$ cat src/rtl/uart_block_assembler.sv
`default_nettype none
// ============================================================================
// Module      : uart_block_assembler
// Description : Sits behind a UART receiver and packs NUM_BYTES received bytes
//               into one wide block. The block is then offered to the AES core
//               over a valid/ready handshake. This module drives the receiver's
//               rdy_clr line, so each received byte is captured exactly once.
//               The first byte received lands in the most significant byte.
//
// Parameters  : NUM_BYTES      - bytes per block (block width 8*NUM_BYTES)
//               TIMEOUT_CYCLES - inter-byte idle limit; active only when the
//                                UART_RX_TIMEOUT_EN macro is defined
//
// Ports       : clock        in   system clock, rising edge
//               reset        in   asynchronous active-high reset
//               rdy          in   receiver byte-ready (held until cleared)
//               dout[7:0]    in   receiver byte, valid while rdy=1
//               rdy_clr      out  clear request back to the receiver
//               block_out    out  assembled block, slot 0 = MSB byte
//               block_valid  out  block_out holds a complete block
//               block_ready  in   AES core accepts the block
//               byte_count   out  bytes captured in the current block
//               timeout_err  out  1-cycle pulse when a partial block is dropped
//
// Options     : `define UART_RX_TIMEOUT_EN to discard a partial block after
//               TIMEOUT_CYCLES idle cycles. When the macro is undefined there
//               is no timeout, and timeout_err stays 0.
//
// Revision    : 1.0 - initial release
// ============================================================================
module uart_block_assembler #(
  parameter int NUM_BYTES      = 16,
  parameter int TIMEOUT_CYCLES = 1000000
) (
  input  logic                               clock,
  input  logic                               reset,
  input  logic                               rdy,
  input  logic [7:0]                         dout,
  output logic                               rdy_clr,
  output logic [8*NUM_BYTES-1:0]             block_out,
  output logic                               block_valid,
  input  logic                               block_ready,
  output logic [$clog2(NUM_BYTES+1)-1:0]     byte_count,
  output logic                               timeout_err
);

  localparam int CW = $clog2(NUM_BYTES + 1);

  typedef enum logic [1:0] {
    S_COLLECT = 2'd0,
    S_CLEAR   = 2'd1,
    S_FULL    = 2'd2
  } state_t;

  state_t                 state_q;
  logic [8*NUM_BYTES-1:0] block_q;
  logic                   valid_q;
  logic                   rdy_clr_q;
  logic [CW-1:0]          count_q;
  logic                   timeout_err_q;
  logic [CW-1:0]          count_d;

`ifdef UART_RX_TIMEOUT_EN
  localparam int TW = (TIMEOUT_CYCLES > 1) ? $clog2(TIMEOUT_CYCLES) : 1;
  logic [TW-1:0] tmo_q;
`endif

  assign count_d = count_q + CW'(1);

  always_ff @(posedge clock or posedge reset) begin
    if (reset) begin
      state_q       <= S_COLLECT;
      block_q       <= '0;
      valid_q       <= 1'b0;
      rdy_clr_q     <= 1'b0;
      count_q       <= '0;
      timeout_err_q <= 1'b0;
`ifdef UART_RX_TIMEOUT_EN
      tmo_q         <= '0;
`endif
    end else begin
      timeout_err_q <= 1'b0;
      case (state_q)
        S_COLLECT: begin
          if (rdy) begin
            // Slot i is written into byte lane NUM_BYTES-1-i, so the first
            // byte ends up in the MSB byte.
            for (int i = 0; i < NUM_BYTES; i++) begin
              if (count_q == CW'(i)) begin
                block_q[8*(NUM_BYTES-1-i) +: 8] <= dout;
              end
            end
            count_q   <= count_d;
            rdy_clr_q <= 1'b1;
            state_q   <= S_CLEAR;
`ifdef UART_RX_TIMEOUT_EN
            tmo_q     <= '0;
          end else if (count_q == '0) begin
            tmo_q <= '0;
          end else if (tmo_q == TW'(TIMEOUT_CYCLES - 1)) begin
            // Drop the partial block. Old byte contents stay in block_q and
            // are overwritten slot by slot as new bytes arrive.
            count_q       <= '0;
            tmo_q         <= '0;
            timeout_err_q <= 1'b1;
          end else begin
            tmo_q <= tmo_q + TW'(1);
`endif
          end
        end

        S_CLEAR: begin
          // Hold the clear request until the receiver drops rdy. A long
          // rdy assertion therefore still produces only one capture.
          if (!rdy) begin
            rdy_clr_q <= 1'b0;
            if (count_q == CW'(NUM_BYTES)) begin
              valid_q <= 1'b1;
              state_q <= S_FULL;
            end else begin
              state_q <= S_COLLECT;
            end
          end
        end

        S_FULL: begin
          // rdy is ignored here. The receiver is backpressured until the
          // block is taken.
          if (block_ready) begin
            valid_q <= 1'b0;
            count_q <= '0;
            state_q <= S_COLLECT;
          end
        end

        default: state_q <= S_COLLECT;
      endcase
    end
  end

  assign block_out   = block_q;
  assign block_valid = valid_q;
  assign rdy_clr     = rdy_clr_q;
  assign byte_count  = count_q;
  assign timeout_err = timeout_err_q;

endmodule
`default_nettype wire

$ cat config.mk
export PLATFORM = sky130hd
export DESIGN_NAME = uart_block_assembler
export DESIGN_NICKNAME = d
export VERILOG_FILES = /design/src/rtl/uart_block_assembler.sv
export SDC_FILE = /design/constraint.sdc
export NUM_CORES = 1
export LEC_CHECK = 0
export CORE_MARGIN = 8
export CORE_UTILIZATION = 48
export DETAILED_ROUTE_END_ITERATION = 8
export GPL_ROUTABILITY_DRIVEN = 0
export PLACE_DENSITY = 0.85
export SLEW_MARGIN = 20
export SYNTH_ARGS = -nofsm -noshare
export SYNTH_HDL_FRONTEND = slang
export SYNTH_SLANG_ARGS = --single-unit
$ cat constraint.sdc
create_clock -name clock -period 5.9 [get_ports clock]
set_input_delay 1.18 -clock clock [delete_from_list [all_inputs] [get_ports clock]]
set_output_delay 1.18 -clock clock [all_outputs]
set_load 0.05 [all_outputs]
**After elaboration in Yosys (flattened, before gate mapping)**

Cells that the tools add are included.

- Flip-flop bits (word level): 137
- Input bits: 12
- Output and inout bits: 136
- Logic and storage cells: 83

- $add $sub $neg: 1
- Equal/unequal tests: 22
- Mux-type cells: 15
- Reductions and logical operators: 25

Operator list:

| cell | count |
|---|---|
| $reduce_and 3->1 | 19 |
| $eq 5x4->1 const B | 8 |
| $eq 5x3->1 const B | 4 |
| $eq 5x2->1 const B | 2 |
| $mux 5 | 2 |
| $pmux 5 s2 | 1 |
| $mux 2 | 4 |
| $ne 2x2->1 const B | 4 |
| $pmux 2 s3 | 1 |
| $reduce_bool 2->1 | 3 |
| $add 5x1->5 const B | 1 |
| $eq 5x1->1 const B | 1 |
| $eq 5x5->1 const B | 1 |
| $logic_not 5->1 | 1 |
| $mux 1 | 5 |
| $pmux 1 s2 | 2 |
| $reduce_and 4->1 | 1 |
| $eq 2x1->1 const B | 1 |
| $eq 2x2->1 const B | 1 |
| $logic_not 2->1 | 1 |

**Logic depth before layout (Yosys ltp)**

- Depth after elaboration: 4
- Mapped depth: 6
- Mapped depth without buffers: 5

**Worst setup path after synthesis**

OpenSTA, ideal clock, no wires.

- Path kind: input-to-reg
- Start: in rdy
- End: reg block_q[16] (netlist: block_out[16])
- Setup time: 125 ps
- Arrival: 2,151 ps
- Required time: 5,775 ps
- Path slack: 3,624 ps
- Stages on the path: 5
- Path buffers: 2
- Cell sequence: buf_2 -> and3b_1 -> buf_2 -> nand4_2 -> mux2_2

- Word-level cells in the longest chain between the ends: 1

Ends and longest elaborated chain:

| what | line | text |
|---|---|---|
| from (decl) | 37 | `input logic rdy,` |
| $reduce_and 3->1 (no line) | -- |  |
| to (signal, indexed assignment) | 90 | `block_q[8*(NUM_BYTES-1-i) +: 8] <= dout;` |
| to (decl) | 56 | `logic [8*NUM_BYTES-1:0] block_q;` |

Every way passes these cells.
A chain may end at the register's enable or synchronous reset.

**Final worst setup path**

- Start: reg count_q[3] (netlist: byte_count[3])
- End: out byte_count[3]

RTL lines:

| what | line | text |
|---|---|---|
| from (decl) | 59 | `logic [CW-1:0] count_q;` |
| from (signal assigned) | 93 | `count_q <= count_d;` |
| to (decl) | 43 | `output logic [$clog2(NUM_BYTES+1)-1:0] byte_count,` |

No word-level cell between the ends.

==> impl_metrics.tcl <==
set metrics [dict create \
    cts_tree "built" \
    critPathKind "flop to primary output" \
    crit_family "buffers and inverters" \
    crit_buf_inv 1 \
    drc 0 \
    antenna_cells 0 \
    endpoint_kind "primary output" \
    port_buffers 146 \
    cap_violations 0 \
    rows 39 \
    worst_ep_required_time_ns 4.72 \
    hold_buffers 0 \
    ioPinCount 148 \
    synth_cell_types 36 \
    grt_pass1_vias 3908 \
    nets 511 \
    dieWidth_microns 123 \
    start_util 0.487 \
    period_needed_ns 3.20 \
    synth_flop_cell "dfrtp_1" \
    synthesis.nets 366 \
    cpPeakStageDelay_ns 0.92 \
    path_clk_slew_ns 0.06 \
    stdcell_count 650 \
    yosys.area.top_type "dfrtp_1" \
    slew-limit-headroom 0.444 \
    firstDrtPassIters 4 \
    hold_path.class "flop to flop" \
    dieArea_sq_mm 0.0152 \
    wl_per_cell_microns 22.3 \
    status "finished clean" \
    ctsResizeCount 0 \
    overflow 0 \
    track_usage 0.199 \
    hold_viol 0 \
    place_hpwl_mm 9.99 \
    synth_top_area_frac 0.622 \
    worst-path-max-fanout 12 \
    synth_area_sq_mm 0.00551 \
    synth_edf_count 0 \
    ys_top_cells_by_count "137 x dfrtp_1, 127 x mux2_2, 9 x clkbuf_1, 9 x nand2_2, 6 x inv_1" \
    layout-drive-gt1-share 0.347 \
    grt_antenna_before_repair 0 \
    syn2layout_area_growth_pct 38.7 \
    synth_most_common_cell "dfrtp_1" \
    yosys_warnings 0 \
    synth_cells 349 \
    setup_tns_ns 0 \
    postLayoutCoreUtil 0.675 \
    async_flop_share 1.00 \
    layout_worst_path_cycle_share 0.542 \
    cts_buffers 17 \
    powerDensity_mw_per_mm2 650 \
    wirelength_mm 14.5 \
    peakVddDrop_mv 0.416 \
    die_y_microns 123 \
    vias 3476 \
    ys_ff_latch 137 \
    finalSetupViolCount 0 \
    grt_max_degree 85 \
    arrival_ns 2.02 \
    post_cts_buffers 0 \
    postSynthAreaPerCell_sq_um 15.8 \
    cts_buffer_depth 2 \
    synthTopCellsByArea "dfrtp_1 62%, mux2_2 26%, ha_1 1.1%" \
    grt_pass1_wl_mm 22.7 \
    start_kind "flop" \
    cp_slowest_cell "clkdlybuf4s50_1" \
    core_sq_mm 0.0113 \
    ant_nets 0 \
    ys_seq_area_frac 0.622 \
    fmax_ghz 0.313 \
    cts-root-buf "clkbuf_16" \
    finClkSkew_ns 0.00457 \
    clock-sinks 137 \
    clkLatencyLatePin_ns 0.41 \
    drt_iter0_drc 164 \
    vias_per_cell 5.35 \
    place_inst 618 \
    worstPathCellList "clkdlybuf4s50_1" \
    drv_slew 0 \
    tightest_slew_ns 0.831 \
    cts_htree_levels 4 \
    n_fill_cell 784 \
    rsz0062_at_grt "no" \
    p_leak_uw 0.00356 \
]
==> cell families (layout without fill, tap and decap cells) <==
family / Yosys count / in the layout / synth area share
other cells: 1 / 1 / 0.000681
simple gates: 36 / 36 / 0.0570
mux: 129 / 129 / 0.264
buf+inv: 27 / 185 / 0.0266
flops: 137 / 137 / 0.622
fa+ha+maj: 5 / 5 / 0.0114
compound gates: 14 / 14 / 0.0184
==> report_power, final <==
part / switching, uW / internal (uW) / leakage, uW / total (uW)
Sequential: 221 / 1270 / 0.00181 / 1490
Combinational: 1570 / 834 / 0.00147 / 2400
Clock: 405 / 669 / 0.000281 / 1070
==> cells in the final DEF, fill, tap and decap left out, types with 2 or more instances in the layout <==
cell type / netlist / final
dfrtp_1: 137 / 137
nand2b_1: 2 / 2
o21ai_0: 4 / 4
inv_6: 0 / 4
nand4_2: 3 / 3
clkdlybuf4s50_1: 0 / 146
ha_1: 5 / 5
clkinv_4: 0 / 2
inv_1: 6 / 5
bufinv_16: 0 / 3
nand4_1: 2 / 2
nor2_1: 2 / 2
mux2_2: 127 / 127
nand2_2: 9 / 9
clkinvlp_4: 0 / 4
nor4b_4: 2 / 2
o2bb2ai_1: 4 / 4
and3b_1: 4 / 4
nor2b_1: 4 / 4
clkbuf_1: 9 / 2
clkbuf_16: 0 / 17
==> layout make-up <==
class / instances / area (sq um) / area share
Clock buffer: 19 / 433 / 0.0567
Clock inverter: 13 / 169 / 0.0221
Inverter: 6 / 27.5 / 0.00360
Multi-Input combinational cell: 185 / 1930 / 0.253
Sequential cell: 137 / 3430 / 0.449
Tap cell: 143 / 179 / 0.0234
Timing Repair Buffer: 147 / 1470 / 0.192
==> worst paths after layout <==
kind	depth (start not counted)	slack (ns)	from	endpoint
min	1	0.49	block_out[103]$_DFFE_PP0P_	block_out[103]$_DFFE_PP0P_
min reg2reg	1	0.49	block_out[103]$_DFFE_PP0P_	block_out[103]$_DFFE_PP0P_
max in group asynchronous	3	3.41	reset	byte_count[0]$_DFFE_PP0P_
max	1	2.70	byte_count[3]$_DFFE_PP0P_	byte_count[3]
max reg2reg	3	3.52	state_q[1]$_DFFE_PP0P_	block_out[39]$_DFFE_PP0P_
min in group asynchronous	2	1.26	reset	block_out[113]$_DFFE_PP0P_
==> metal layers <==
metal  track usage  wire [microns]  vias to the layer above  part of all wire
met5             0               0                        -                 0
met4        0.0557             176                        0             0.012
met3        0.0895            1470                       16              0.10
met2         0.324            7130                      117              0.49
met1         0.234            5710                     1814              0.39
li1              -               -                     1529                 -
==> state kept, by name (all words and copies together), names as in the netlist <==
name         count
block_out      128
block_valid      1
byte_count       5
rdy_clr          1
state_q          2
==> per-stage QoR <==
| stage | area (sq um) | total power, uW | worst slack [ns] | hold slack (ns) |
|---|---|---|---|---|
| after floorplan | 5510 | 3050 | 1.05 | 0.591 |
| after global placement | 7040 | 3860 | 2.84 | 0.471 |
| after detailed placement | 7040 | 3910 | 2.71 | 0.481 |
| after CTS | 7640 | 5010 | 2.68 | 0.488 |
| after global routing | 7640 | 5150 | 2.61 | 0.508 |
| final | 7640 | 4970 | 2.70 | 0.486 |
Note: power is estimated with default switching activity, not from simulation.
